File: config.mk
export PLATFORM = sky130hd
export DESIGN_NAME = game_flow_controller
export DESIGN_NICKNAME = d
export VERILOG_FILES = /design/src/rtl/pong_pkg.sv /design/src/rtl/score_counter.sv /design/src/rtl/game_flow_controller.sv
export SDC_FILE = /design/constraint.sdc
export NUM_CORES = 1
export LEC_CHECK = 0
export ABC_AREA = 1
export ABC_CLOCK_PERIOD_IN_PS = 1900
export CAP_MARGIN = 0
export CORE_ASPECT_RATIO = 0.6
export CORE_MARGIN = 3
export CORE_UTILIZATION = 39
export DETAILED_ROUTE_END_ITERATION = 6
export PLACE_DENSITY = 0.64
export SYNTH_ARGS = -nofsm -noshare
export SYNTH_HDL_FRONTEND = slang
export SYNTH_SLANG_ARGS = --single-unit
File: constraint.sdc
create_clock -name clk -period 1.9 [get_ports clk]
set_input_delay 0.475 -clock clk [delete_from_list [all_inputs] [get_ports clk]]
set_output_delay 0.475 -clock clk [all_outputs]
set_load 0.02 [all_outputs]
File: src/rtl/pong_pkg.sv
// Shared Pong constants: screen and ball geometry, racket dimensions, default serve
// position and the game flow FSM state encoding.
package pong_pkg;

   localparam int unsigned ScreenW       = 640;
   localparam int unsigned ScreenH       = 480;
   localparam int unsigned BallSize      = 16;
   // Largest legal top-left corner so the whole ball stays on screen.
   localparam int unsigned BallMaxX      = ScreenW - BallSize;
   localparam int unsigned BallMaxY      = ScreenH - BallSize;

   localparam int unsigned RacketW       = 8;
   localparam int unsigned RacketH       = 64;
   localparam int unsigned RacketLeftX   = 16;
   localparam int unsigned RacketRightX  = ScreenW - RacketLeftX - RacketW;

   localparam int unsigned DefBallStartX = 312;
   localparam int unsigned DefBallStartY = 232;

   typedef enum logic [2:0] {
      StIdle  = 3'd0,
      StServe = 3'd1,
      StPlay  = 3'd2,
      StPoint = 3'd3,
      StOver  = 3'd4
   } game_state_e;

endpackage

File: src/rtl/score_counter.sv
// Saturating 4-bit score counter: clear wins over increment, increments stop at MaxCount.
module score_counter #(
   parameter int unsigned MaxCount = 9
) (
   input  logic       clk,
   input  logic       reset,
   input  logic       inc_i,
   input  logic       clr_i,
   output logic [3:0] count_o,
   output logic       at_max_o
);

   logic [3:0] count_q, count_d;

   assign at_max_o = (count_q == 4'(MaxCount));
   assign count_o  = count_q;

   // Next count: clear, saturating increment, or hold.
   always_comb begin
      count_d = count_q;
      if (clr_i) begin
         count_d = '0;
      end else if (inc_i && !at_max_o) begin
         count_d = count_q + 4'd1;
      end
   end

   // Count register with asynchronous active-high reset.
   always_ff @(posedge clk or posedge reset) begin
      if (reset) begin
         count_q <= '0;
      end else begin
         count_q <= count_d;
      end
   end

endmodule

File: src/rtl/game_flow_controller.sv
// Pong game flow: serve delay, ball movement with screen clamping, scoring and game over.
// Optional build macro PONG_PAUSE_EN adds a pause input that freezes frame-tick driven
// progress in SERVE and PLAY while still letting point pulses act.
module game_flow_controller import pong_pkg::*; #(
   parameter int unsigned BALL_START_X = DefBallStartX,
   parameter int unsigned BALL_START_Y = DefBallStartY,
   parameter int unsigned SERVE_FRAMES = 60,
   parameter int unsigned WIN_SCORE    = 9
) (
   input  logic       clk,
   input  logic       reset,
   input  logic       frame_tick,
   input  logic       start,
   input  logic       point_left,
   input  logic       point_right,
   input  logic       ball_dir_x,
   input  logic       ball_dir_y,
   output logic [9:0] ball_x,
   output logic [9:0] ball_y,
   output logic [3:0] score_left,
   output logic [3:0] score_right,
   output logic       game_over,
   output logic       winner,
   output logic       playing
`ifdef PONG_PAUSE_EN
   ,
   input  logic       pause
`endif
);

   localparam logic [9:0]  StartX    = 10'(BALL_START_X);
   localparam logic [9:0]  StartY    = 10'(BALL_START_Y);
   localparam logic [9:0]  MaxX      = 10'(BallMaxX);
   localparam logic [9:0]  MaxY      = 10'(BallMaxY);
   localparam logic [15:0] ServeLast = 16'(SERVE_FRAMES - 1);
   localparam logic [3:0]  WinM1     = 4'(WIN_SCORE - 1);

   game_state_e state_q, state_d;
   logic [9:0]  ball_x_q, ball_x_d, ball_y_q, ball_y_d;
   logic [15:0] serve_cnt_q, serve_cnt_d;
   logic        scorer_left_q, scorer_left_d;
   logic        winner_q, winner_d;
   logic        inc_left, inc_right, clr_scores;
   logic        left_at_max, right_at_max;
   logic        pause_eff, tick_en;

`ifdef PONG_PAUSE_EN
   assign pause_eff = pause;
`else
   assign pause_eff = 1'b0;
`endif
   assign tick_en = frame_tick & ~pause_eff;

   score_counter #(.MaxCount(WIN_SCORE)) u_score_left (
      .clk      (clk),
      .reset    (reset),
      .inc_i    (inc_left),
      .clr_i    (clr_scores),
      .count_o  (score_left),
      .at_max_o (left_at_max)
   );

   score_counter #(.MaxCount(WIN_SCORE)) u_score_right (
      .clk      (clk),
      .reset    (reset),
      .inc_i    (inc_right),
      .clr_i    (clr_scores),
      .count_o  (score_right),
      .at_max_o (right_at_max)
   );

   // Next-state, ball movement and score control. The ball sits at the start position in
   // every state except PLAY; the serve counter is zero outside SERVE, which clears it on entry.
   always_comb begin
      state_d       = state_q;
      ball_x_d      = StartX;
      ball_y_d      = StartY;
      serve_cnt_d   = '0;
      scorer_left_d = scorer_left_q;
      winner_d      = winner_q;
      inc_left      = 1'b0;
      inc_right     = 1'b0;
      clr_scores    = 1'b0;
      unique case (state_q)
         StIdle: begin
            if (start) state_d = StServe;
         end
         StServe: begin
            serve_cnt_d = serve_cnt_q;
            if (tick_en) begin
               if (serve_cnt_q >= ServeLast) state_d = StPlay;
               else serve_cnt_d = serve_cnt_q + 16'd1;
            end
         end
         StPlay: begin
            ball_x_d = ball_x_q;
            ball_y_d = ball_y_q;
            if (point_left || point_right) begin
               // Simultaneous pulses credit the left player; this cycle's tick is dropped.
               scorer_left_d = point_left;
               state_d       = StPoint;
            end else if (tick_en) begin
               if (ball_dir_x) begin
                  if (ball_x_q < MaxX) ball_x_d = ball_x_q + 10'd1;
               end else if (ball_x_q != '0) begin
                  ball_x_d = ball_x_q - 10'd1;
               end
               if (ball_dir_y) begin
                  if (ball_y_q < MaxY) ball_y_d = ball_y_q + 10'd1;
               end else if (ball_y_q != '0) begin
                  ball_y_d = ball_y_q - 10'd1;
               end
            end
         end
         StPoint: begin
            inc_left  = scorer_left_q;
            inc_right = ~scorer_left_q;
            state_d   = StServe;
            if (scorer_left_q ? (score_left == WinM1 || left_at_max)
                              : (score_right == WinM1 || right_at_max)) begin
               state_d  = StOver;
               winner_d = scorer_left_q;
            end
         end
         StOver: begin
            if (start) begin
               clr_scores = 1'b1;
               state_d    = StServe;
            end
         end
         default: state_d = StIdle;
      endcase
   end

   // State, ball and bookkeeping registers with asynchronous active-high reset.
   always_ff @(posedge clk or posedge reset) begin
      if (reset) begin
         state_q       <= StIdle;
         ball_x_q      <= StartX;
         ball_y_q      <= StartY;
         serve_cnt_q   <= '0;
         scorer_left_q <= 1'b0;
         winner_q      <= 1'b0;
      end else begin
         state_q       <= state_d;
         ball_x_q      <= ball_x_d;
         ball_y_q      <= ball_y_d;
         serve_cnt_q   <= serve_cnt_d;
         scorer_left_q <= scorer_left_d;
         winner_q      <= winner_d;
      end
   end

   assign ball_x    = ball_x_q;
   assign ball_y    = ball_y_q;
   assign playing   = (state_q == StPlay);
   assign game_over = (state_q == StOver);
   assign winner    = winner_q;

endmodule

==> impl_summary.log <==
[metrics] non-filler cells, final: 683
[metrics] Pre-antenna DRT Iters: 4
[metrics] Die W: 127 microns
[metrics] number of clock sinks seen by CTS: slightly below 50
[metrics] average via count per standard cell: around 4.7
[metrics] number of hold-repair buffers added at the cts stage: 0
[metrics] count of different cell masters after synthesis: 30
[metrics] number of vias in the routed layout: approximately 3,200
[metrics] required time of the critical path: 1.42 ns
[metrics] average wire per cell in the routed design: 12.2 microns
[metrics] post-DP HPWL: 6520 microns
[metrics] via count of the first global-routing pass: roughly 3,000
[metrics] worst-case vdd ir drop: roughly 0.00055 V
[metrics] Max Clock Freq: about 540 MHz
[metrics] Final setup violation count: 0
[metrics] number of buffers and inverters on the critical path: 1
[metrics] layout cells sized above 1: 13.4%
[metrics] DRC: 0
[metrics] DP Worst Slack: -0.430 ns
[metrics] filler cell count: between 800 and 900
[metrics] smallest setup slack after layout: 0.0403 ns
[metrics] prevailing post-synth register cell: dfrtp_1
[metrics] area overhead of the layout relative to synthesis: 27.9%
[metrics] GR Overflow Total: 0
[metrics] root buffer selected by CTS: clkbuf_16
[metrics] sum of negative setup slack: 0 ns
[metrics] leakage power: roughly 2.3 nW
[metrics] cell with the largest stage delay on the worst path: clkdlybuf4s50_1
[metrics] Die ar.: approximately 10000 sq um
[metrics] number of placed cells counting well taps: 674
[metrics] WS Path Type: flip-flop to primary output
[metrics] final count of pins violating max slew: 0
[metrics] number of instances in the synthesized netlist: about 500
[metrics] unrepaired setup endpoints after global routing: no
[metrics] worst slew slack as a fraction of its limit: 72.3%
[metrics] ys async rst share: 100%
[metrics] final weighted congestion in routability-driven placement: 0.911
[metrics] initial standard-cell utilization of the core: 41.7%
[metrics] clk_skew: 0.00222 ns
[metrics] logic depth of the worst path, buffers included: 1
[metrics] syn_nets: around 530
[metrics] arrival time worst endpoint: 1.38 ns
[metrics] buffers from clock root to sink, at most: 2
[metrics] htree depth: 2
[metrics] clock tree from TritonCTS: yes
[metrics] First DRT Iteration DRCs: between 150 and 200
[metrics] Yosys warning count: 0
[metrics] critical path endpoint category: primary output
[metrics] worst reg2reg path depth: 9
[metrics] Die Height: 78.5 microns
[metrics] total count of hold-check failures in the final report: 0
[metrics] ant diodes: 0
[metrics] number of buffers inserted to repair setup after CTS: 0
[metrics] clock network latency to the later pin of the worst-skew pair: approximately 0.29 ns
[metrics] area inside the core boundary: slightly above 8000 sq um
[metrics] hold path depth: 2
[metrics] P per Cell Area: ~940 nW/um^2
[metrics] post-route clock period utilization: approximately 100%
[metrics] actual transition at the worst max-transition pin: around 0.41 ns
[metrics] GRT Resource Usage Total: ~18%
[metrics] post-layout util: between 50% and 60%
[metrics] kind of cell with the highest combined delay on the critical path: buffers and inverters
[metrics] outcome: finished, final reports clean
[metrics] maximum fanout along the worst path: 5
[metrics] sequential element share of the synthesized area: about 36%
[metrics] maximum cell stage delay along the critical path: roughly 0.64 ns
[metrics] largest net degree at the start of global routing: 21
[metrics] most common library cell in the layout ignoring fill and taps: nand2_1
[metrics] wire length of the first global-routing pass: about 15,000 microns
[metrics] final critical delay including setup and external delays: between 1.5 and 2 ns
[metrics] antenna violations before repair: 0
[metrics] most frequent cells in the layout: 161 x nand2_1, 73 x inv_1, 60 x nor2_1
[metrics] mapped cell area: about 3400 sq um
[metrics] num ports: 39
[metrics] critical path startpoint category: flip-flop
[metrics] post-layout net count: ~610
[metrics] post-route ant nets: 0
[metrics] number of synthesized register bits: just under 50
[metrics] number of rows created at floorplan: 25
[metrics] final WL: 8320 microns
[metrics] critical path cell sequence: clkdlybuf4s50_1
[metrics] classification of the worst-slack hold path: flip-flop to flip-flop
[metrics] Max-cap violations: 0
[metrics] number of I/O port buffers: 38
[metrics] clock-pin slew of the registers on the worst-case setup and hold paths: approximately 0.07 ns
[metrics] average size of a mapped cell: about 6.9 sq um
[metrics] number of synthesized flops with an enable pin: 0
[metrics] TritonCTS Buffers: 5
-- flip-flops by register name, summed over array words and instances, names as in the netlist --
register               cells
state_q                    3
scorer_left_q              1
u_score_left.count_o       4
u_score_right.count_o      4
ball_y                    10
ball_x                    10
serve_cnt_q               16
winner                     1
-- power by group --
part	internal [W]	switching [W]	leakage [nW]	total [W]
registers	0.00124	0.000216	0.639	0.00146
logic	0.000721	0.00104	1.62	0.00176
clock network	0.000525	0.000390	0.0701	0.000915
-- metrics by stage --
step	power (W)	hold slack [ns]	instance area (sq um)
global route	0.00447	0.520	4370
floorplan	0.00255	0.459	3420
global placement	0.00321	0.472	4210
detailed placement	0.00324	0.479	4210
finish	0.00413	0.492	4370
CTS	0.00417	0.495	4370
-- synthesized netlist by cell type (2+ instances only) --
| master | number | area [sq um] |
|---|---|---|
| dfrtp_1 | 41 | 1030 |
| inv_1 | 76 | 285 |
| a21oi_1 | 8 | 40.0 |
| xor2_1 | 8 | 70.1 |
| ha_1 | 23 | 288 |
| nor2_2 | 2 | 12.5 |
| xnor2_1 | 3 | 26.3 |
| nor2_4 | 2 | 22.5 |
| nand4_1 | 5 | 31.3 |
| nor2_1 | 60 | 225 |
| inv_2 | 3 | 11.3 |
| nand2_2 | 5 | 31.3 |
| nor3_1 | 3 | 15.0 |
| nand3_1 | 49 | 245 |
| fa_1 | 2 | 40.0 |
| nand2_1 | 161 | 604 |
| dfstp_2 | 8 | 210 |
| o211ai_1 | 2 | 15.0 |
| nand3b_1 | 2 | 15.0 |
| o21ai_1 | 3 | 15.0 |
| o21ai_0 | 17 | 85.1 |
-- per-layer routing --
layer / vias to the layer above / share of wire [%] / track usage, %
met5: - / 0 / 0
met4: 0 / 0.44 / 2.25
met3: 4 / 4.3 / 3.47
met2: 56 / 41 / 26.5
met1: 1467 / 54 / 27.5
li1: 1704 / - / -
-- worst paths after layout --
| check | start | slack, ns | endpoint |
|---|---|---|---|
| setup / recovery | ball_y[1]$_DFFE_PP0P_ | 0.04 | ball_y[1] |
| hold / removal | serve_cnt_q[15]$_DFFE_PP0P_ | 0.49 | serve_cnt_q[15]$_DFFE_PP0P_ |
| max in group asynchronous | reset | 0.85 | u_score_right.count_o[0]$_DFFE_PP0P_ |
| min in group asynchronous | reset | 0.50 | ball_x[0]$_DFFE_PP0P_ |
| setup reg to reg | state_q[1]$_DFFE_PP0P_ | 0.22 | ball_y[9]$_DFFE_PP0P_ |
| hold reg to reg | serve_cnt_q[15]$_DFFE_PP0P_ | 0.49 | serve_cnt_q[15]$_DFFE_PP0P_ |
-- worst register-to-register path, cell delays in order, from the launching register on --
cell and delay, ns:
dfrtp_1 0.43, nand2_2 0.12, nor2_4 0.13, buf_4 0.25
inv_2 0.13, nor2_2 0.09, nand3_1 0.09, nand3_2 0.20
nand2_1 0.09, nand2_1 0.08
-- logic make-up (layout without fill, tap and decap cells) --
logic type | after synthesis | in the layout | share of synthesized area [%]
AOI/OAI and AO/OA | 31 | 31 | 4.79
and+or+nand+nor | 294 | 294 | 37.1
muxes | 1 | 1 | 0.293
xor gates and xnor gates | 11 | 11 | 2.82
buffers and inverters | 81 | 164 | 9.22
DFF | 49 | 49 | 36.2
adders and majority gates | 25 | 25 | 9.59
-- layout make-up --
class                           count  area, sq um  area share [%]
Clock inverter                      1         7.51           0.172
Clock buffer                        7          143            3.26
Inverter                           79          303            6.92
Timing Repair inverter              1         7.51           0.172
Multi-Input combinational cell    362         1880            43.0
Sequential cell                    49         1240            28.3
Timing Repair Buffer               76          662            15.1
Tap cell                          108          135            3.09
-- what timing repair did --
action	4_1_cts	5_1_grt
gates cloned	1	0
pin swaps	0	0
resized for setup	19	6
setup endpoints to repair	25	12
No activity file was read; power rests on OpenSTA's default activity.
==> patch: new RTL, config.mk and constraints unchanged <==
Reset style: synchronous (`reset`), changed in 2 clocked blocks. Comments in the files are not updated.
--- a/src/rtl/score_counter.sv
+++ b/src/rtl/score_counter.sv
@@ -27,5 +27,5 @@
 
    // Count register with asynchronous active-high reset.
-   always_ff @(posedge clk or posedge reset) begin
+   always_ff @(posedge clk) begin
       if (reset) begin
          count_q <= '0;
--- a/src/rtl/game_flow_controller.sv
+++ b/src/rtl/game_flow_controller.sv
@@ -134,5 +134,5 @@
 
    // State, ball and bookkeeping registers with asynchronous active-high reset.
-   always_ff @(posedge clk or posedge reset) begin
+   always_ff @(posedge clk) begin
       if (reset) begin
          state_q       <= StIdle;
Function: same outputs for any inputs over 10 cycles, from zero or initial values and one cycle with reset high; that may be too few to reach the edited logic, so the function may still have changed.
==> patch against the original RTL <==
- setup slack got worse by 0.013 ns
- clock skew is 0.0028 ns higher
- final cell count down 11%
- sequential share of layout area is 4.3 points lower
- sequential cell count is the same
- first-iteration DRC count up 38%
- core utilization increased by 5.1 points
- area after synthesis shrank 13%
- synthesized cell count down 14%
- cell area is 6.2% lower
- wire length is 6.1% lower
- highest routed layer unchanged
Power is not compared: it rests on default switching activity, and its combinational part moved more than twofold at a synthesized area within 25%.
==> patch: results <==
[logic_synthesis]
synth_commonest_cells = nand2_1 (89), nor2_1 (58), inv_1 (52)
synthTopCellsByArea = dfxtp_1 (33%), nand2_1 (11%), ha_1 (9.7%)
ys_types = 33
ys_warn_count = 0
synth_fp_nets = 456
synth-async-reset-ratio = 0
syn_inst = 423
yosysSeqAreaShare = 0.3293

[detailed_routing]
drtIter0Drc = 250
viasPerCell = 4.894
dr.pass1.iters = 5
drc = 0
wl_um = 7817

[clocking]
clock_path_buffers = 2
clk_pin_slew_ns = 0.06
numCtsBuffers = 5
clock_latency_ns = 0.29
cts_root_buf = clkbuf_16
h-tree-depth = 2

[place]
placed_cells = 592
hpwl_um = 5740
place_congestion = 0.9183
io_buffers = 38

[grt]
gr-usage-all-layers = 0.1798
grt_max_degree = 18
grt_pass1_vias = 2713
antenna_found_initial = 0
grt_pass1_wl_um = 12820

[final_layout]
fin_nets = 539
top_register = serve_cnt_q
largest_register_ff_count = 16
drive_gt1_frac = 0.1739
instances_no_fill = 606
fill_cells = 664
n_antenna_cell = 0

[timing]
clock_skew_ns = 0.004999
worst_pin_slew_ns = 0.4307

[worst_hold_path]
whs_path_depth = 2
min_path_type = reg2reg

[worst_setup_path]
ff2ff_path_depth = 7
slowest_stage = clkdlybuf4s50_1
critPathMaxStageDelay_ns = 0.65
crit_fanout = 4
worstPathArrival_ns = 1.40
crit_family = buffers and inverters

[pwr]
ir_drop_v = 0.0003224
leakage_nw = 1.732

[status]
status = finished, final reports clean
patch: cell types whose count changed after synthesis, moves of 17 or more:
cell | before | now
dfrtp_1 | 41 | 0
dfxtp_1 | 0 | 49
nand2_1 | 161 | 89
a21oi_1 | 8 | 35
nand3_1 | 49 | 32
inv_1 | 76 | 52
patch: power breakdown:
| part | total, mW | internal [mW] | switching [mW] |
|---|---|---|---|
| combinational | 0.441 | 0.190 | 0.250 |
| sequential | 1.06 | 1.04 | 0.0195 |
| clock | 0.985 | 0.611 | 0.374 |
| total | 2.49 | 1.85 | 0.644 |
patch: what timing repair did:
item | 4_1_cts | 5_1_grt
pin swaps | 0 | 1
setup buffers | 0 | 5
hold buffers | 0 | 0
cloned | 2 | 0
resized for setup | 15 | 24
endpoints found under the setup margin | 22 | 16
patch: worst paths after layout:
kind                                                    from  slack, ns                           end
worst min register to register  serve_cnt_q[15]$_SDFFE_PP0P_       0.43  serve_cnt_q[15]$_SDFFE_PP0P_
worst max-delay path                  ball_y[5]$_SDFFE_PP1P_       0.03                     ball_y[5]
worst max register to register        ball_y[0]$_SDFFE_PP0P_       0.29        ball_y[8]$_SDFFE_PP0P_
worst min-delay path            serve_cnt_q[15]$_SDFFE_PP0P_       0.43  serve_cnt_q[15]$_SDFFE_PP0P_
patch: area by class of cell:
| class | count | area, um^2 | area share |
|---|---|---|---|
| Clock buffer | 5 | 125.1 | 0.03051 |
| Timing Repair Buffer | 78 | 695.7 | 0.1696 |
| Sequential cell | 49 | 982.2 | 0.2395 |
| Timing Repair inverter | 2 | 15.01 | 0.003661 |
| Tap cell | 100 | 125.1 | 0.03051 |
| Inverter | 58 | 225.2 | 0.05491 |
| Multi-Input combinational cell | 312 | 1898 | 0.4628 |
| Clock inverter | 2 | 35.03 | 0.008542 |
patch: metrics by stage:
step	worst slack (ns)	cell area (um^2)	util	hold WS, ns	TNS [ns]
2_1_floorplan	0.1627	2979	-	0.4150	0
3_3_place_gp	-0.4943	3706	0.5278	0.4232	-7.246
3_5_place_dp	-0.5258	3706	0.5278	0.4282	-7.861
4_1_cts	0.01818	3901	0.5556	0.4379	0
5_1_grt	-0.04104	4101	0.5841	0.4514	-0.08477
6_report	0.02738	4101	0.5841	0.4339	0
patch: metal layers:
layer	part of all wire	global-route usage
met5	0	0
met4	0.0090	0.05648
met3	0.059	0.04308
met2	0.40	0.2478
met1	0.53	0.2719
patch: kinds of logic after synthesis:
group | share of synthesized area
AOI/OAI and AO/OA | 0.1159
buffers and inverters | 0.08694
DFF | 0.3293
and+or+nand+nor | 0.3137
adders and majority gates | 0.1100
xor gates and xnor gates | 0.04410
